### config.mk
export PLATFORM = sky130hd
export DESIGN_NAME = clk_switch_ctrl
export DESIGN_NICKNAME = d
export VERILOG_FILES = /design/src/rtl/clk_sw_pkg.sv /design/src/rtl/clk_sw_cnt.sv /design/src/rtl/clk_switch_ctrl.sv
export SDC_FILE = /design/constraint.sdc
export NUM_CORES = 1
export LEC_CHECK = 0
export ABC_AREA = 1
export CORE_ASPECT_RATIO = 1.2
export CORE_MARGIN = 2
export CORE_UTILIZATION = 45
export CTS_CLUSTER_DIAMETER = 30
export DETAILED_ROUTE_END_ITERATION = 10
export PLACE_DENSITY = 0.78
export RECOVER_POWER = 50
export SETUP_SLACK_MARGIN = 0.02
export SYNTH_ARGS = -nofsm -noshare
export SYNTH_HDL_FRONTEND = slang
export SYNTH_HIERARCHICAL = 1
export SYNTH_SLANG_ARGS = --single-unit
### constraint.sdc
create_clock -name clk_i -period 5.4 [get_ports clk_i]
set_clock_uncertainty 0.1 [all_clocks]
set_input_delay 1.62 -clock clk_i [delete_from_list [all_inputs] [get_ports clk_i]]
set_output_delay 1.62 -clock clk_i [all_outputs]
set_load 0.01 [all_outputs]
### src/rtl/clk_sw_pkg.sv
// Shared types and defaults for the clock-switch sequencer.
package clk_sw_pkg;

    typedef enum logic [2:0] {
        StOff,
        StOn,
        StDrain,
        StSwitch,
        StSettle
    } clk_sw_state_e;

    localparam int unsigned DefOffCycles    = 4;
    localparam int unsigned DefSettleCycles = 8;
    localparam int unsigned DefRstSel       = 0;

    function automatic int unsigned max_u(input int unsigned a, input int unsigned b);
        return (a > b) ? a : b;
    endfunction

endpackage

### src/rtl/clk_sw_cnt.sv
// Loadable down-counter; expire_o flags the last cycle of a timed phase (count == 1).
module clk_sw_cnt #(
    parameter int unsigned CNT_W = 4
) (
    input  logic             clk_i,
    input  logic             arst_ni,
    input  logic             load_i,
    input  logic [CNT_W-1:0] load_val_i,
    output logic             expire_o
);

    logic [CNT_W-1:0] cnt_q, cnt_d;

    // Load on phase entry, otherwise count down and rest at zero.
    always_comb begin
        cnt_d = cnt_q;
        if (load_i) begin
            cnt_d = load_val_i;
        end else if (cnt_q != '0) begin
            cnt_d = cnt_q - 1'b1;
        end
    end

    // Counter register.
    always_ff @(posedge clk_i or negedge arst_ni) begin
        if (!arst_ni) begin
            cnt_q <= '0;
        end else begin
            cnt_q <= cnt_d;
        end
    end

    assign expire_o = (cnt_q == CNT_W'(1));

endmodule

### src/rtl/clk_switch_ctrl.sv
// Glitch-free clock source switch sequencer: gate off, drain, switch select,
// settle, gate back on. Runs on the always-on reference clock.
// Optional: define CLK_SW_ERR_EN to reject out-of-range selects and add err_o;
// otherwise out-of-range selects are clamped to NUM_SRC-1.
module clk_switch_ctrl
    import clk_sw_pkg::*;
#(
    parameter int unsigned NUM_SRC       = 4,
    parameter int unsigned SEL_W         = 2,
    parameter int unsigned OFF_CYCLES    = DefOffCycles,
    parameter int unsigned SETTLE_CYCLES = DefSettleCycles,
    parameter int unsigned RST_SEL       = DefRstSel
) (
    input  logic             clk_i,
    input  logic             arst_ni,
    input  logic             en_req_i,
    input  logic             sel_valid_i,
    input  logic [SEL_W-1:0] sel_i,
    output logic             sel_ready_o,
    output logic [SEL_W-1:0] sel_o,
    output logic             en_o,
    output logic             busy_o,
    output logic             done_o
`ifdef CLK_SW_ERR_EN
    ,
    output logic             err_o
`endif
);

    localparam int unsigned      CNT_W    = $clog2(max_u(OFF_CYCLES, SETTLE_CYCLES) + 1);
    localparam logic [SEL_W-1:0] MAX_SEL  = SEL_W'(NUM_SRC - 1);
    localparam logic [SEL_W-1:0] RST_SELV = SEL_W'(RST_SEL);

    clk_sw_state_e    state_q, state_d;
    logic [SEL_W-1:0] sel_q, sel_d;
    logic [SEL_W-1:0] pend_q, pend_d;
    logic             sw_q, sw_d;
    logic             en_q, en_d;
    logic             done_q, done_d;

    logic             accept, sel_oor, req_take, req_new, req_same;
    logic [SEL_W-1:0] sel_req;
    logic             cnt_load, cnt_exp;
    logic [CNT_W-1:0] cnt_val;

    assign accept = sel_valid_i & sel_ready_o;

    // Only an index space wider than NUM_SRC can hold out-of-range values.
    if (NUM_SRC < (2 ** SEL_W)) begin : g_oor
        assign sel_oor = (sel_i > MAX_SEL);
    end else begin : g_no_oor
        assign sel_oor = 1'b0;
    end

`ifdef CLK_SW_ERR_EN
    logic err_q;
    assign req_take = accept & ~sel_oor;
    assign sel_req  = sel_i;
`else
    assign req_take = accept;
    assign sel_req  = sel_oor ? MAX_SEL : sel_i;
`endif

    assign req_new  = req_take && (sel_req != sel_q);
    assign req_same = req_take && (sel_req == sel_q);

    // Next-state, select and completion decode.
    always_comb begin
        state_d = state_q;
        sw_d    = sw_q;
        pend_d  = pend_q;
        sel_d   = sel_q;
        done_d  = 1'b0;
        if (req_take) begin
            pend_d = sel_req;
        end
        unique case (state_q)
            StOff: begin
                if (req_new) begin
                    state_d = StSwitch;
                end else if (en_req_i) begin
                    state_d = StOn;
                end
            end
            StOn: begin
                if (req_new) begin
                    state_d = StDrain;
                    sw_d    = 1'b1;
                end else if (!en_req_i) begin
                    state_d = StDrain;
                    sw_d    = 1'b0;
                end
            end
            StDrain: begin
                if (cnt_exp) begin
                    if (sw_q) begin
                        state_d = StSwitch;
                    end else begin
                        state_d = StOff;
                        done_d  = 1'b1;
                    end
                end
            end
            StSwitch: begin
                sel_d   = pend_q;
                state_d = StSettle;
            end
            StSettle: begin
                if (cnt_exp) begin
                    state_d = en_req_i ? StOn : StOff;
                    done_d  = 1'b1;
                end
            end
            default: state_d = StOff;
        endcase
        // Same-select request completes immediately without gating.
        if (req_same) begin
            done_d = 1'b1;
        end
    end

    assign en_d     = (state_d == StOn);
    assign cnt_load = (state_d != state_q) && ((state_d == StDrain) || (state_d == StSettle));
    assign cnt_val  = (state_d == StDrain) ? CNT_W'(OFF_CYCLES) : CNT_W'(SETTLE_CYCLES);

    // State and output registers; en_o comes straight from a flop to keep the gate clean.
    always_ff @(posedge clk_i or negedge arst_ni) begin
        if (!arst_ni) begin
            state_q <= StOff;
            sel_q   <= RST_SELV;
            pend_q  <= RST_SELV;
            sw_q    <= 1'b0;
            en_q    <= 1'b0;
            done_q  <= 1'b0;
        end else begin
            state_q <= state_d;
            sel_q   <= sel_d;
            pend_q  <= pend_d;
            sw_q    <= sw_d;
            en_q    <= en_d;
            done_q  <= done_d;
        end
    end

`ifdef CLK_SW_ERR_EN
    // Rejected out-of-range request pulses err_o the cycle after the accept.
    always_ff @(posedge clk_i or negedge arst_ni) begin
        if (!arst_ni) begin
            err_q <= 1'b0;
        end else begin
            err_q <= accept & sel_oor;
        end
    end
    assign err_o = err_q;
`endif

    clk_sw_cnt #(
        .CNT_W(CNT_W)
    ) u_cnt (
        .clk_i     (clk_i),
        .arst_ni   (arst_ni),
        .load_i    (cnt_load),
        .load_val_i(cnt_val),
        .expire_o  (cnt_exp)
    );

    assign sel_o       = sel_q;
    assign en_o        = en_q;
    assign done_o      = done_q;
    assign sel_ready_o = (state_q == StOff) || (state_q == StOn);
    assign busy_o      = (state_q == StDrain) || (state_q == StSwitch) || (state_q == StSettle);

endmodule

==> Word level (Yosys, flattened, before mapping) <==
Cells that the tools add are included.
{ "totals": {"ff_bits": 14, "input_bits": 6, "output_inout_bits": 6, "wordCells": 51} }
{ "op_classes": {"addsub": 1, "n_eq_ne": 12, "n_mux": 19, "bitwise_logic": 1, "reduce_logical": 11} }
{ "op_table": {"columns": ["op", "count"], "rows": [
  ["two-way mux 3 bit", 6],
  ["one-hot mux 3 bit (5 select lines)", 1],
  ["two-way mux 4 bit", 3],
  ["== test 3 x 2 -> 1 bit (second input constant)", 3],
  ["two-way mux 1 bit", 7],
  ["== test 3 x 1 -> 1 bit (second input constant)", 2],
  ["== test 3 bit (second input constant)", 2],
  ["== test 4 x 1 -> 1 bit (second input constant)", 1],
  ["logical OR 1 bit", 4],
  ["nonzero test 4 bit", 1],
  ["subtractor 4 x 1 -> 4 bit (second input constant)", 1],
  ["logical AND 1 bit", 3],
  ["logical NOT 3 bit", 1],
  ["inequality test 3 bit", 1],
  ["== test 2 bit", 1],
  ["two-way mux 2 bit", 1],
  ["inequality test 2 x 1 -> 1 bit (second input constant)", 1],
  ["inequality test 2 bit", 1],
  ["one-hot mux 1 bit (2 select lines)", 1],
  ["AND reduction 2 bit", 1],
  ["nonzero test 2 bit", 1],
  ["AND 1 bit", 1]
]} }

==> Depth between registers and ports, before layout <==
{ "depth": {"depth_word": 10, "depth_mapped": 16, "mapped_depth_nobuf": 16} }

==> Hierarchy <==
Netlist, hierarchy kept.
{ "modules_own_cells": {"columns": ["module", "instances", "cells_per_inst", "area_per_inst_um2", "seq_area_each_um2"], "rows": [
  ["clk_switch_ctrl", 1, 81, 616.8, 250.2],
  ["clk_sw_cnt", 1, 37, 291.5, 100.1]
]} }

==> Worst setup path after synthesis <==
No wires, ideal clock.
{ "synth_timing": {"path_type": "input -> register", "from": "input sel_i[1]", "to": "register u_cnt.cnt_q[2]", "arrival_time_ns": 2.769, "setup_slack_ns": 2.458, "cell_stages": 12, "cell_sequence": "inv_1 -> nand2_1 -> nand2_1 -> nand2_1 -> nand2_4 -> a21boi_1 -> nor2_4 -> nand2_2 -> a21oi_2 -> inv_2 -> nand3_4 -> a21boi_2"} }
{ "synth_between": {"elab_chain_cells": 8, "word_cells_on_any_way": 13} }
{ "synth_rtl": {"columns": ["element", "line", "text"], "rows": [
  ["start: declaration", "clk_switch_ctrl.sv:18", "input logic [SEL_W-1:0] sel_i,"],
  ["inequality test 2 bit (*)", "clk_switch_ctrl.sv:64", "assign req_new = req_take && (sel_req != sel_q);"],
  ["logical AND 1 bit (*)", "clk_switch_ctrl.sv:64", null],
  ["two-way mux 3 bit (on tied branches)", "clk_switch_ctrl.sv:86, clk_switch_ctrl.sv:79", null],
  ["one-hot mux 3 bit (5 select lines) (*)", "clk_switch_ctrl.sv:77", "unique case (state_q)"],
  ["== test 3 x 2 -> 1 bit or == test 3 bit (tied branches)", "clk_switch_ctrl.sv:123", "assign cnt_load = (state_d != state_q) && ((state_d == StDrain) || (state_d == StSettle));"],
  ["logical OR 1 bit", "clk_switch_ctrl.sv:123", null],
  ["logical AND 1 bit (*)", "clk_switch_ctrl.sv:123", null],
  ["named net cnt_load", "clk_switch_ctrl.sv:43", "logic cnt_load, cnt_exp;"],
  ["two-way mux 4 bit or nonzero test 2 bit (tied branches)", null, null],
  ["end signal: assignment", "clk_sw_cnt.sv:29", "cnt_q <= cnt_d;"],
  ["end: declaration", "clk_sw_cnt.sv:12", "logic [CNT_W-1:0] cnt_q, cnt_d;"]
]} }
The timed path passes the listed nets; every way through them passes the cells marked *.
A chain may end at the register's enable or synchronous reset.

==> Final worst setup path <==
{ "layout_timing": {"from": "register state_q[1]", "to": "output busy_o"} }
{ "layout_between": {"elab_chain_cells": 3, "word_cells_on_any_way": 5} }
{ "layout_rtl": {"columns": ["element", "line", "text"], "rows": [
  ["start: declaration", "clk_switch_ctrl.sv:34", "clk_sw_state_e state_q, state_d;"],
  ["start signal: assignment", "clk_switch_ctrl.sv:129", "state_q <= StOff;"],
  ["start signal: assignment", "clk_switch_ctrl.sv:136", "state_q <= state_d;"],
  ["== test 3 x 2 -> 1 bit", "clk_switch_ctrl.sv:171", "assign busy_o = (state_q == StDrain) || (state_q == StSwitch) || (state_q == StSettle);"],
  ["logical OR 1 bit", "clk_switch_ctrl.sv:171", null],
  ["logical OR 1 bit (*)", "clk_switch_ctrl.sv:171", null],
  ["end: declaration", "clk_switch_ctrl.sv:22", "output logic busy_o,"]
]} }
Mark *: on every way between the ends. The rest lies on a longest branch, timed or not.

==> results.py <==
metrics = {
    "finish": {
        "diodes": 0,
        "final_layout_size_suffix_gt1_share_pct": 20.3,
        "nets": 144,
        "fill_cells": 183,
        "syn_to_final_growth_pct": 16.8,
    },
    "power": {
        "cellInternalPower_uw": 345,
        "p_sw_uw": 314,
        "netSwitchingFraction_pct": 47.6,
        "sequentialPowerShare_pct": 29.4,
        "pwr-share-clk_pct": 9.2,
        "comb_power_share_pct": 61.4,
        "ir_drop_uv": 299,
        "power.leakage_uw": 0.000543,
        "power.density_mw_per_mm2": 621,
    },
    "synth": {
        "syn_area_um2": 908,
        "avgSynthCellArea_um2": 7.70,
        "syn_inst": 118,
        "ys_ff_latch": 14,
        "ys_types": 24,
        "seq_area_frac_synth_pct": 38.6,
        "synth_edf_count": 0,
        "synth_flop_cell": "dfrtp_1",
        "synthArstFlopShare_pct": 100,
        "yosys_warnings": 6,
    },
    "setup_path": {
        "cp.required_ns": 3.68,
        "worstSetupEndpointType": "output port",
        "cp_max_fo": 5,
        "crit_arrival_ns": 1.64,
        "path_class": "register to output port",
        "critPathBufInv": 1,
        "r2r-start": "u_cnt/cnt_q[1]",
        "crit_path_frequent_cell": "nand2_1",
        "crit_path_start": "state_q[1]",
        "max_stage_delay_ns": 0.52,
        "critPathSlowestCell": "clkdlybuf4s50_1",
        "startpoint_type": "register",
        "critPathTopFamily": "buffers and inverters",
        "critical_path.cell_chain": "nor2_1, nand2_1, nand2_1, clkdlybuf4s50_1",
    },
    "routing": {
        "routed_wl_um": 1710,
        "firstDrtPassIters": 4,
        "vias": 774,
        "drc": 0,
        "antenna_left": 0,
        "wl_per_cell_um": 11.2,
        "first_iter_violations": 8,
        "viasPerCell": 5.09,
    },
    "floorplanning": {
        "initial_core_util_pct": 48.5,
        "die_w_um": 45.0,
        "fp-row-count": 17,
        "boundaryPins": 12,
        "fp.dieH_um": 53.2,
        "die_area_mm2": 0.00240,
        "coreArea_mm2": 0.00187,
    },
    "clock_tree": {
        "cts_hold_buf": 0,
        "clkSinkCount": 14,
        "clk_latency_ns": 0.29,
        "post_cts_resized": 0,
        "cts_root_buf": "clkbuf_4",
        "cts_buffers": 3,
        "clk_pin_slew_ns": 0.08,
        "clock_path_buffers": 2,
        "cts_tree": "yes",
        "cts_max_level": 1,
        "postCtsSetupBuffers": 0,
    },
    "grt": {
        "antenna_found_initial": 0,
        "overflow": 0,
        "grt_pass1_vias": 769,
        "grtUsageTotal_pct": 18.1,
        "grt_max_degree": 15,
        "grt_pass1_wl_um": 3110,
    },
    "timing": {
        "max_slew_margin_pct": 55.9,
        "hold_slack_ns": 0.405,
        "setup_viol": 0,
        "tightestPinTransition_ns": 0.659,
        "setup_tns_ns": 0,
        "rsz0062_at_grt": "no",
        "final-max-slew-violation-count": 0,
        "hold_viol": 0,
        "min_period_ns": 3.36,
        "fmax_mhz": 297,
        "fin_crit_sh_pct": 62.3,
    },
    "worst_hold_path": {
        "hp-start": "pend_q[1]",
        "min_path_type": "register to register",
    },
    "place": {
        "finalWeightedCongestion": 0.800,
        "port_buffers": 11,
        "hpwl_um": 1330,
    },
    "flow_run": {
        "maxCapViolations": 0,
    },
    "status": {
        "status": "finished, final reports clean",
    },
}
[per-layer routing]
metal | part of all wire [%] | routed length (um) | GRT usage [%]
met2 | 52 | 885 | 31.4
met5 | 0 | 0 | 0
met4 | 2.2 | 38 | 9.31
met1 | 42 | 723 | 20.1
met3 | 3.6 | 62 | 4.10
[cell families (layout without fill, tap and decap cells)]
group           count (synthesis)  count (layout)  synth area share [%]
compound gates                 19              19                  12.9
simple gates                   59              59                  34.8
other cells                     1               2                 0.413
flops                          14              14                  38.6
buf+inv                        22              36                  9.09
fa+ha+maj                       3               3                  4.13
[stage by stage]
step           cell area, um^2  setup slack (ns)  utilization, %  total power, uW  instances
2_1_floorplan              912              2.46               -              502        119
3_3_place_gp              1050              1.83            55.9              592        149
3_5_place_dp              1050              1.78            55.9              605        149
4_1_cts                   1070              2.03            57.1              671        152
5_1_grt                   1060              1.84            56.7              736        152
6_report                  1060              2.04            56.7              659        152
[synthesized netlist by cell type (3+ instances only)]
cell	n	area share (%)
inv_2	3	1.2
o21ai_0	6	3.3
nor2_1	8	3.3
a21oi_1	4	2.2
dfrtp_1	14	39
nand2_1	27	11
o21ai_1	3	1.7
nor2_2	3	2.1
ha_1	3	4.1
inv_1	19	7.9
nand3_1	3	1.7
nand2_2	8	5.5
[final cells by class]
cell class / instances / area (um^2) / area share [%]
sequential: 14 / 350 / 33.0
inverter: 22 / 82.6 / 7.78
multi-input combinational: 83 / 472 / 44.5
timing repair buffer: 11 / 110 / 10.4
tap: 19 / 23.8 / 2.24
clock buffer: 3 / 22.5 / 2.12
[layout by cell type (no fill, tap or decap), types with 3 or more instances in the layout]
master           netlist  layout
nand2_1               27      27
inv_1                 19      20
dfrtp_1               14      14
clkdlybuf4s50_1        0      10
nor2_1                 8       9
nand2_2                8       8
o21ai_0                6       7
a21oi_1                4       4
nor2_2                 3       3
nand3_1                3       3
clkbuf_4               0       3
ha_1                   3       3
[power by group through the flow]
stage | Clock (uW) | Sequential [uW] | Combinational, uW
floorplan | 0 | 193 | 309
global placement | 0 | 194 | 398
detailed placement | 0 | 197 | 408
CTS | 62.0 | 195 | 414
global route | 67.7 | 201 | 467
finish | 60.4 | 194 | 404
[sequential cells by signal, summed over array words and instances, names as in the netlist]
signal,flops
done_o,1
sw_q,1
sel_o,2
state_q,3
en_o,1
pend_q,2
u_cnt/cnt_q,4
[worst min-delay path, cell delays in order, from the launching register on]
cell and delay (ns):
dfrtp_1 0.35, nand2_1 0.05, o21ai_0 0.07
[path summary, 6_finish.rpt]
check | end | slack [ns] | cells after the start
min reg2reg | pend_q[1] | 0.40 | 2
max in group asynchronous | state_q[1] | 3.08 | 1
max reg2reg | u_cnt/cnt_q[2] | 2.94 | 15
min | pend_q[1] | 0.40 | 2
max | busy_o | 2.04 | 4
min in group asynchronous | pend_q[1] | 1.70 | 1
Note: power is estimated with default switching activity, not from simulation.
